## src/rtl/mem_port_arbiter.sv

```systemverilog
// Shares one memory port between instruction fetch and data accesses.
// Data normally wins; a starvation counter lets a waiting fetch through, and stuck accesses time out.
module mem_port_arbiter #(
    parameter int DATA_W     = 32,
    parameter int WAIT_MAX   = 15,
    parameter int STARVE_MAX = 3
) (
    input  logic              clk,
    input  logic              reset,
    input  logic              if_req,
    input  logic [DATA_W-1:0] if_addr,
    output logic [DATA_W-1:0] if_rdata,
    output logic              if_valid,
    input  logic              MemRead,
    input  logic              MemWrite,
    input  logic [DATA_W-1:0] dm_addr,
    input  logic [DATA_W-1:0] dm_wdata,
    output logic [DATA_W-1:0] dm_rdata,
    output logic              dm_valid,
    output logic              mem_req,
    output logic              mem_we,
    output logic [DATA_W-1:0] mem_addr,
    output logic [DATA_W-1:0] mem_wdata,
    input  logic [DATA_W-1:0] mem_rdata,
    input  logic              mem_ack,
    output logic              stall_if,
    output logic              stall_mem,
    output logic              err
);

    localparam int WAIT_W   = $clog2(WAIT_MAX + 1);
    localparam int STARVE_W = $clog2(STARVE_MAX + 1);

    typedef enum logic [1:0] {
        IDLE     = 2'd0,
        SERVE_IF = 2'd1,
        SERVE_DM = 2'd2
    } state_t;

    state_t              r_state;
    logic [WAIT_W-1:0]   r_wait_cnt;
    logic [STARVE_W-1:0] r_starve_cnt;

    logic w_dm_req;
    logic w_if_req;
    logic w_if_wins;
    logic w_timeout;
    logic w_starved;

    // A request whose own valid is pulsing has just been answered and must not be re-issued.
    assign w_dm_req  = (MemRead | MemWrite) & ~dm_valid;
    assign w_if_req  = if_req & ~if_valid;
    assign w_starved = (r_starve_cnt == STARVE_W'(STARVE_MAX));
    assign w_if_wins = w_if_req & (~w_dm_req | w_starved);
    assign w_timeout = (r_wait_cnt == WAIT_W'(WAIT_MAX - 1));

    assign stall_if  = if_req & ~if_valid;
    assign stall_mem = (MemRead | MemWrite) & ~dm_valid;

    // Arbitration FSM; every output it drives is registered here.
    always_ff @(posedge clk or posedge reset) begin
        if (reset) begin
            r_state      <= IDLE;
            r_wait_cnt   <= '0;
            r_starve_cnt <= '0;
            mem_req      <= 1'b0;
            mem_we       <= 1'b0;
            mem_addr     <= '0;
            mem_wdata    <= '0;
            if_rdata     <= '0;
            dm_rdata     <= '0;
            if_valid     <= 1'b0;
            dm_valid     <= 1'b0;
            err          <= 1'b0;
        end else begin
            if_valid <= 1'b0;
            dm_valid <= 1'b0;
            case (r_state)
                IDLE: begin
                    // The cycle carrying a valid pulse is the mandatory gap between grants.
                    if (!(if_valid || dm_valid)) begin
                        if (w_if_wins) begin
                            r_state      <= SERVE_IF;
                            mem_req      <= 1'b1;
                            mem_we       <= 1'b0;
                            mem_addr     <= if_addr;
                            mem_wdata    <= '0;
                            r_wait_cnt   <= '0;
                            r_starve_cnt <= '0;
                        end else if (w_dm_req) begin
                            r_state    <= SERVE_DM;
                            mem_req    <= 1'b1;
                            mem_we     <= MemWrite;
                            mem_addr   <= dm_addr;
                            mem_wdata  <= dm_wdata;
                            r_wait_cnt <= '0;
                            if (if_req && !w_starved) begin
                                r_starve_cnt <= r_starve_cnt + STARVE_W'(1);
                            end
                        end
                    end
                end
                SERVE_IF, SERVE_DM: begin
                    if (mem_ack) begin
                        r_state <= IDLE;
                        mem_req <= 1'b0;
                        if (r_state == SERVE_IF) begin
                            if_rdata <= mem_rdata;
                            if_valid <= 1'b1;
                        end else begin
                            if (!mem_we) begin
                                dm_rdata <= mem_rdata;
                            end
                            dm_valid <= 1'b1;
                        end
                    end else if (w_timeout) begin
                        r_state    <= IDLE;
                        mem_req    <= 1'b0;
                        err        <= 1'b1;
                        r_wait_cnt <= r_wait_cnt + WAIT_W'(1);
                        if (r_state == SERVE_IF) begin
                            if_rdata <= '0;
                            if_valid <= 1'b1;
                        end else begin
                            dm_rdata <= '0;
                            dm_valid <= 1'b1;
                        end
                    end else begin
                        r_wait_cnt <= r_wait_cnt + WAIT_W'(1);
                    end
                end
                default: begin
                    r_state <= IDLE;
                    mem_req <= 1'b0;
                end
            endcase
        end
    end

endmodule

```

## config.mk

```make
export PLATFORM = sky130hd
export DESIGN_NAME = mem_port_arbiter
export DESIGN_NICKNAME = d
export VERILOG_FILES = /design/src/rtl/mem_port_arbiter.sv
export SDC_FILE = /design/constraint.sdc
export NUM_CORES = 1
export LEC_CHECK = 0
export CAP_MARGIN = 5
export CORE_ASPECT_RATIO = 2
export CORE_MARGIN = 5
export CORE_UTILIZATION = 45
export CTS_CLUSTER_SIZE = 8
export DETAILED_ROUTE_END_ITERATION = 8
export PLACE_DENSITY = 0.95
export SLEW_MARGIN = 15
export SYNTH_ARGS = -nofsm -noshare
export SYNTH_HDL_FRONTEND = slang
export SYNTH_SLANG_ARGS = --single-unit
```

## constraint.sdc

```tcl
create_clock -name clk -period 7.4 [get_ports clk]
set_input_delay 0.74 -clock clk [delete_from_list [all_inputs] [get_ports clk]]
set_output_delay 0.74 -clock clk [all_outputs]
set_load 0.005 [all_outputs]
```

-- Word level (Yosys, flattened, before mapping)
Cells that the tools add are included.
- word-level logic and storage cells: 93
- output and inout port bits: 135
- bits of input ports: 134
- bits in registers: 141
- multiplexer cells: 43
- equal/unequal tests: 9
- add/sub/neg operators: 2
- bitwise logic cells: 11
- reductions and logical operators: 16
- operators with widths (operator ; number):
    $mux W32 ; 13
    $mux W2 ; 8
    $mux W4 ; 4
    $mux W1 ; 15
    $reduce_and A3 Y1 ; 4
    $reduce_and A4 Y1 ; 3
    $pmux W4 S2 ; 1
    $reduce_bool A2 Y1 ; 4
    $ne A2 B2 Y1 const B ; 3
    $ne A3 B3 Y1 const B ; 2
    $not A1 Y1 ; 6
    $add A4 B1 Y4 const B ; 1
    $eq A2 B2 Y1 const B ; 2
    $eq A4 B4 Y1 const B ; 1
    $pmux W2 S2 ; 1
    $and A1 B1 Y1 ; 3
    $add A2 B1 Y2 const B ; 1
    $eq A2 B1 Y1 const B ; 1
    $logic_not A2 Y1 ; 1
    $or A1 B1 Y1 ; 2
    $pmux W1 S2 ; 1
    $reduce_or A2 Y1 ; 1
    $logic_and A1 B1 Y1 ; 1
    $logic_not A1 Y1 ; 1
    $logic_or A1 B1 Y1 ; 1

-- Longest topological paths before layout
Gate-level depths: netlist of run 1.
- depth after elaboration: 8
- depth in mapped cells: 9
- depth with buffers taken out: 7

-- Worst setup path before layout of run 1
No wires, ideal clock.
- path kind: input port to output port
- from: input MemWrite
- to: output stall_mem
- arrival: 1035 ps
- path buffers: 0
- data required time: 6660 ps
- stages: 2
- slack: 5625 ps
- cells stage by stage: o21bai_1 inv_1
- word-level cells in the longest chain between the ends: 2
- ends and longest elaborated chain (item ; line ; text):
    start, declared ; 15 ; input logic MemWrite,
    $or A1 B1 Y1 ; 58 ; assign stall_mem = (MemRead | MemWrite) & ~dm_valid;
    $and A1 B1 Y1 ; 58 ;
    end, declared ; 27 ; output logic stall_mem,
No other way between the ends.

-- Final worst setup path of run 1
- from: input mem_ack
- to: register if_rdata[3]
- word-level cells in the longest chain between the ends: 2
- elaborated cells between the ends (all ways): 3
- those cells by class: mux: 1; reduce/logical: 2
- ends and longest elaborated chain (item ; line ; text):
    start, declared ; 25 ; input logic mem_ack,
    $reduce_bool A2 Y1 (no line) ; -- ;
    $reduce_and A3 Y1 (no line) ; -- ;
    end signal, assigned ; 108 ; if_rdata <= mem_rdata;
    end, declared ; 12 ; output logic [DATA_W-1:0] if_rdata,
Parallel ways exist; a longest one is shown, timed or not.
A chain may end at the register's enable or synchronous reset.

==> results by group, run 1 <==
Route
  – Vias per cell: 5.61
  – DRC violations left: 0
  – Avg WL per Cell: between 15 and 20 um
  – DRT Wirelength: 19000 um
  – Starting DRC count in detailed routing: 250
  – Post-DRT Antenna Nets: 0
  – Vias: 5491
  – 1st-pass router iterations: 4

Global route
  – First-pass GRT wire length: 30400 um
  – Initial antenna violation count: 0
  – Global Route Usage Sum: 0.240
  – Pin count of the biggest net entering global routing: roughly 80
  – Vias in the first global route: between 5k and 6k
  – Grt total ovfl: 0

Synth
  – Top cell type's share of synthesized area: 0.590
  – Async SR Flop Fraction: 1.00
  – Top_reg_cell synth: dfrtp_1
  – Synth top area cells: dfrtp_1 (59%), a22o_1 (15%), nand2_1 (6.4%)
  – Syn avg cell area: 10.6 sq um
  – Post-synthesis sequential area ratio: 0.590
  – Netlist Area Pre-Place: ~6000 sq um
  – Ys Warns: 0
  – Syn Inst Count: around 560
  – Number of flops mapped to enable cells by yosys: 0
  – Post-Syn Nets: 703
  – Yosys top cell by area: dfrtp_1
  – Synth Register Bits: roughly 140
  – Synth cell types: 35

Place
  – HPWL Detailed: 13600 um
  – Placer congestion estimate: a little under 0.9
  – Port buffer count: 268
  – Cell count after placement: around 950

Final layout
  – Layout Cells excl Fill: ~1000
  – Final net count: 953
  – Layout cells sized above 1: 0.0593
  – Ant. Diodes: 0
  – Fill cells: 930
  – P&R area growth vs syn: 54.6%

Run status
  – Outcome: completed

Die
  – Die area: 15800 sq um
  – Placeable Area: between 10000 and 15000 sq um
  – Initial cell density of the core: 0.457
  – # rows: approximately 60
  – Die Y: between 150 and 200 um
  – Die Width: roughly 91 um
  – # IOs: 269

Timing
  – Slew @ Worst Pin: around 1.1 ns
  – Final hold violations: 0
  – Setup_tns: 0 ns
  – Fmax: about 340 MHz
  – Unrepaired setup endpoints after global routing: false
  – Final setup skew: 0.0106 ns
  – Final Critical Period: between 2 and 3 ns
  – Worst rel slew slack: 0.261
  – Fin crit share: 0.403
  – Slew Limit Fails: 0
  – Final setup fails: 0

Setup path
  – Slowest CP cell: inv_1
  – Crit-path max cell delay: about 0.90 ns
  – Worst setup SP type: input pin
  – Critical Path End Type: flip-flop
  – Critical Path, Cell by Cell: buf_2, buf_4, a31oi_1, or2_2, inv_1, nand3_1, nand2_1
  – Critical Path RT: 7.74 ns
  – Kind of critical path: input pin to flip-flop
  – Crit path arrival time: ~3.3 ns
  – CP max FO: between 60 and 70

Clocking
  – Clk pin slew, worst setup/hold paths: around 0.060 ns
  – Cts hold-fix bufs: 0
  – Sink Count: roughly 140
  – Bufs on Longest Clock Path: 2
  – H-tree Lvls: 4
  – Num CTS Buffers: 17
  – Worst skew pair latency: about 0.4 ns
  – Root Driver: clkbuf_16
  – Post-CTS Setup Inserts: 0
  – CTS tree: yes
  – CTS resizes: 0

Power
  – Clock network power share: 0.182
  – P_leak: between 4 and 5 nW
  – Sw Pwr: 1.48 mW
  – Switching portion of total power: 0.353
  – Register share of total power: 0.325
  – Power Internal: 2.71 mW
  – Power Density: 454 nW/um^2
  – Comb pwr share: 0.492
  – Peak supply drop: roughly 0.33 mV

Run
  – Max-Cap Viols: 0

Hold path
  – Worst hold path class: flip-flop to flip-flop
[cell usage after synthesis, types with 2 or more instances]
cell type / number
dfrtp_1: 141
nand2_1: 102
a22o_1: 100
a21oi_1: 64
nand3_1: 33
nor2_1: 33
clkbuf_1: 26
buf_2: 13
inv_1: 7
ha_1: 5
nor2b_1: 4
buf_4: 3
buf_6: 3
mux2_2: 2
nand2b_1: 2
nor3_2: 2
o211ai_1: 2
o21ai_0: 2
o21bai_1: 2
o2bb2ai_1: 2
or4b_1: 2
[power groups by stage]
| stage | Combinational [mW] | Sequential (mW) | Clock, mW |
|---|---|---|---|
| finish | 2.06 | 1.37 | 0.765 |
| global route | 2.25 | 1.41 | 0.816 |
| CTS | 2.09 | 1.36 | 0.781 |
| detailed placement | 2.08 | 1.37 | 0 |
| global placement | 2.03 | 1.35 | 0 |
| floorplan | 1.05 | 1.37 | 0 |
[per-stage QoR]
step	hold slack [ns]	instance area [sq um]	worst slack [ns]	utilization	total power, mW
after detailed placement	0.456	8710	4.02	0.666	3.45
final	0.460	9240	4.42	0.707	4.20
after global routing	0.495	9240	4.24	0.707	4.48
after global placement	0.450	8710	4.19	0.666	3.38
after CTS	0.468	9240	4.44	0.707	4.23
after floorplan	0.456	5980	2.88	-	2.43
[metal layers]
layer / wire length, um / part of all wire / GRT usage / up-vias
met5: 0 / 0 / 0 / -
met4: 722 / 0.038 / 0.109 / 0
met3: 1180 / 0.062 / 0.0548 / 45
met2: 10100 / 0.53 / 0.420 / 235
met1: 6980 / 0.37 / 0.275 / 2700
li1: - / - / - / 2511
[logic make-up after synthesis]
| group | share of synthesized area |
|---|---|
| and+or+nand+nor | 0.137 |
| AOI/OAI and AO/OA | 0.217 |
| DFF | 0.590 |
| buffers and inverters | 0.0410 |
| adders and majority gates | 0.0105 |
| muxes | 0.00377 |
[worst max-delay path, delay by kind of cell]
kind	cells	cell delay (ns)
simple gates	3	0.92
compound gates	1	0.10
buf+inv	3	1.51
[placed cells by master, fill, tap and decap left out, types with 2 or more instances in the layout]
| cell type | instances |
|---|---|
| clkbuf_16 | 17 |
| inv_1 | 6 |
| buf_4 | 8 |
| clkdlybuf4s50_1 | 267 |
| nand2b_1 | 2 |
| a22o_1 | 100 |
| inv_6 | 5 |
| nor2b_1 | 4 |
| mux2_2 | 2 |
| nor2_1 | 33 |
| a21oi_1 | 64 |
| clkinvlp_4 | 3 |
| o21ai_0 | 2 |
| clkinv_2 | 3 |
| o2bb2ai_1 | 2 |
| o211ai_1 | 2 |
| nand3_1 | 33 |
| dfrtp_1 | 141 |
| or4b_1 | 2 |
| nand2_1 | 102 |
| ha_1 | 5 |
| o21bai_1 | 2 |
| clkinv_4 | 2 |
[sequential cells by signal (all words and copies together) (netlist names), 2 cells and up]
name and flops:
r_wait_cnt 4, r_state 2, dm_rdata 32, r_starve_cnt 2
mem_wdata 32, if_rdata 32, mem_addr 32
[area by class of cell]
| class | instances | area [sq um] | area share |
|---|---|---|---|
| clock buffer | 19 | 443 | 0.0479 |
| tap | 152 | 190 | 0.0206 |
| timing repair buffer | 276 | 2740 | 0.296 |
| multi-input combinational | 371 | 2220 | 0.240 |
| clock inverter | 12 | 90.1 | 0.00975 |
| sequential | 141 | 3530 | 0.382 |
| inverter | 7 | 31.3 | 0.00339 |
[worst paths after layout]
check | start | slack (ns) | cells past startpoint | end
worst max register to register | r_state[0] | 4.63 | 7 | if_rdata[3]
worst min register to register | if_rdata[24] | 0.46 | 2 | if_rdata[24]
worst min-delay path | if_rdata[24] | 0.46 | 2 | if_rdata[24]
max in group asynchronous | reset | 5.28 | 3 | dm_rdata[6]
min in group asynchronous | reset | 0.84 | 2 | mem_wdata[18]
worst max-delay path | mem_ack | 4.42 | 7 | if_rdata[3]
(Power assumes the default switching activity.)
==> inputs of run 2 (changes only) <==
--- a/config.mk
+++ b/config.mk
@@ -8,10 +8,10 @@
 export CAP_MARGIN = 5
 export CORE_ASPECT_RATIO = 2
 export CORE_MARGIN = 5
-export CORE_UTILIZATION = 45
+export CORE_UTILIZATION = 42
 export CTS_CLUSTER_SIZE = 8
 export DETAILED_ROUTE_END_ITERATION = 8
-export PLACE_DENSITY = 0.95
+export PLACE_DENSITY = 0.9
 export SLEW_MARGIN = 15
 export SYNTH_ARGS = -nofsm -noshare
 export SYNTH_HDL_FRONTEND = slang
==> constraint.sdc (replaced) <==
create_clock -name clk -period 3.1 [get_ports clk]
set_input_delay 0.31 -clock clk [delete_from_list [all_inputs] [get_ports clk]]
set_output_delay 0.31 -clock clk [all_outputs]
set_load 0.005 [all_outputs]
==> results by group, run 2 (synthesis gave the netlist of run 1 again) <==
Clocking
  – Post-CTS Setup Inserts: 0 (unchanged)
  – Cts hold-fix bufs: 0 (unchanged)
  – Root Driver: clkbuf_16 (unchanged)
  – Worst skew pair latency: 0.42 ns (was 0.40 ns)
  – Clk pin slew, worst setup/hold paths: 0.07 ns (was 0.06 ns)
  – Bufs on Longest Clock Path: 2 (unchanged)
  – Sink Count: 141 (unchanged)
  – H-tree Lvls: 4 (unchanged)
  – CTS tree: yes (unchanged)
  – Num CTS Buffers: 17 (unchanged)
  – CTS resizes: 0 (unchanged)

Global route
  – Vias in the first global route: 5692 (was 5698)
  – Grt total ovfl: 0 (unchanged)
  – Initial antenna violation count: 1 (was 0)
  – First-pass GRT wire length: 30500 um (was 30400 um)
  – Pin count of the biggest net entering global routing: 74 (was 78)
  – Global Route Usage Sum: 0.235 (was 0.240)

Timing
  – Setup_tns: 0 ns (unchanged)
  – Slew Limit Fails: 0 (unchanged)
  – Fin crit share: 0.759
  – Unrepaired setup endpoints after global routing: false (unchanged)
  – Slew @ Worst Pin: 0.735 ns (was 1.11 ns)
  – Final setup skew: 0.0146 ns (was 0.0106 ns)
  – Final Critical Period: approximately 2.4 ns
  – Final setup fails: 0 (unchanged)
  – Final hold violations: 0 (unchanged)
  – Worst rel slew slack: 0.509 (was 0.261)
  – Fmax: about 430 MHz

Power
  – Sw Pwr: 3.66 mW (was 1.48 mW)
  – Power Internal: 6.51 mW (was 2.71 mW)
  – Register share of total power: 0.320 (was 0.325)
  – Power Density: 1090 nW/um^2 (was 454 nW/um^2)
  – Clock network power share: 0.195 (was 0.182)
  – Comb pwr share: 0.485 (was 0.492)
  – Switching portion of total power: 0.360 (was 0.353)
  – Peak supply drop: 0.657 mV (was 0.331 mV)
  – P_leak: 4.19 nW (was 4.15 nW)

Setup path
  – RR Startpoint: r_state[1] (was r_state[0])
  – Critical Path RT: 3.44 ns (was 7.74 ns)
  – CP max FO: 33 (was 67)
  – Critical Path, Cell by Cell: inv_1, ha_1, nand2b_1, or3_4, nor2_4, a22o_1 (was buf_2, buf_4, a31oi_1, or2_2, inv_1, nand3_1, nand2_1)
  – Crit path arrival time: 2.69 ns (was 3.32 ns)
  – Crit path launch: r_state[1] (was mem_ack)
  – Kind of critical path: flip-flop to flip-flop (was input pin to flip-flop)
  – Worst setup SP type: flip-flop (was input pin)
  – Critical Path End Type: flip-flop (unchanged)
  – Slowest CP cell: nor2_4 (was inv_1)
  – Crit-path max cell delay: 0.63 ns (was 0.90 ns)

Die
  – # IOs: 269 (unchanged)
  – Initial cell density of the core: 0.428 (was 0.457)
  – # rows: 61 (was 59)
  – Die Width: 94.3 um (was 91.5 um)
  – Die area: 16900 sq um (was 15800 sq um)
  – Placeable Area: 14000 sq um (was 13100 sq um)
  – Die Y: 179 um (was 173 um)

Final layout
  – Final net count: 956 (was 953)
  – Most frequent cells in the layout: clkdlybuf4s50_1 (267), dfrtp_1 (141), nand2_1 (102) (unchanged)
  – P&R area growth vs syn: 56.8% (was 54.6%)
  – Commonest non-fill, non-tap cell in the layout: clkdlybuf4s50_1 (unchanged)
  – Fill cells: 1058 (was 930)
  – Layout cells sized above 1: 0.0651 (was 0.0593)
  – Layout Cells excl Fill: 1020 (was 978)

Place
  – Port buffer count: 268 (unchanged)
  – Placer congestion estimate: 0.827 (was 0.884)
  – HPWL Detailed: 14200 um (was 13600 um)
  – Cell count after placement: 987 (was 947)

Run status
  – Outcome: completed (unchanged)

Run
  – Max-Cap Viols: 0 (unchanged)

Route
  – DRT Wirelength: 19500 um (was 19000 um)
  – 1st-pass router iterations: 5 (was 4)
  – Avg WL per Cell: 19.2 um (was 19.4 um)
  – Starting DRC count in detailed routing: 220 (was 250)
  – Post-DRT Antenna Nets: 0 (unchanged)
  – DRC violations left: 0 (unchanged)
  – Vias: 5455 (was 5491)
  – Vias per cell: 5.35 (was 5.61)

Hold path
  – Worst hold path class: input pin to async pin (was flip-flop to flip-flop)
==> run 2: worst paths after layout <==
kind	end	slack [ns]	cells past startpoint
max	mem_wdata[8]	0.75	6
min	if_rdata[2]	0.22	2
max reg2reg	mem_wdata[8]	0.75	6
min reg2reg	if_rdata[29]	0.46	2
max in group asynchronous	mem_addr[22]	2.18	3
min in group clk	mem_addr[3]	0.44	3
==> run 2: cell type report <==
class | count | area [sq um] | area share
inverter | 7 | 30.0 | 0.00320
clock inverter | 15 | 146 | 0.0156
clock buffer | 17 | 425 | 0.0454
tap | 189 | 236 | 0.0252
sequential | 141 | 3530 | 0.376
antenna | 1 | 2.50 | 0.000267
multi-input combinational | 371 | 2220 | 0.237
timing repair buffer | 279 | 2790 | 0.297
==> run 2: critical path: cells and delay by family, from the launching register on <==
kind | cells | cell delay [ns]
AND/OR/NAND/NOR | 3 | 1.31
buffers and inverters | 1 | 0.08
flip-flops | 1 | 0.39
AO/OA/AOI/OAI | 1 | 0.26
adder cells (fa/ha/maj) | 1 | 0.22
==> run 2: metal layers <==
metal / GRT usage / routed length [um]
met1: 0.267 / 7120
met2: 0.405 / 10300
met3: 0.0521 / 1130
met4: 0.130 / 962
met5: 0 / 0
==> run 2: power groups by stage <==
| stage | Combinational [mW] | Sequential (mW) | Clock [mW] |
|---|---|---|---|
| 6_report | 4.94 | 3.26 | 1.98 |
| 5_1_grt | 5.40 | 3.36 | 2.11 |
| 4_1_cts | 5.00 | 3.25 | 2.03 |
| 3_5_place_dp | 4.97 | 3.27 | 0 |
| 3_3_place_gp | 4.81 | 3.23 | 0 |
| 2_1_floorplan | 2.51 | 3.28 | 0 |
==> run 2: through the flow <==
stage | setup slack, ns | hold slack (ns) | utilization | instance area (sq um) | total power [mW]
5_1_grt | 0.517 | 0.236 | 0.671 | 9370 | 10.9
3_5_place_dp | 0.686 | 0.455 | 0.630 | 8800 | 8.24
2_1_floorplan | 1.03 | 0.439 | - | 5980 | 5.79
6_report | 0.748 | 0.222 | 0.671 | 9370 | 10.2
3_3_place_gp | 0.757 | 0.449 | 0.630 | 8800 | 8.04
4_1_cts | 0.745 | 0.216 | 0.671 | 9370 | 10.3
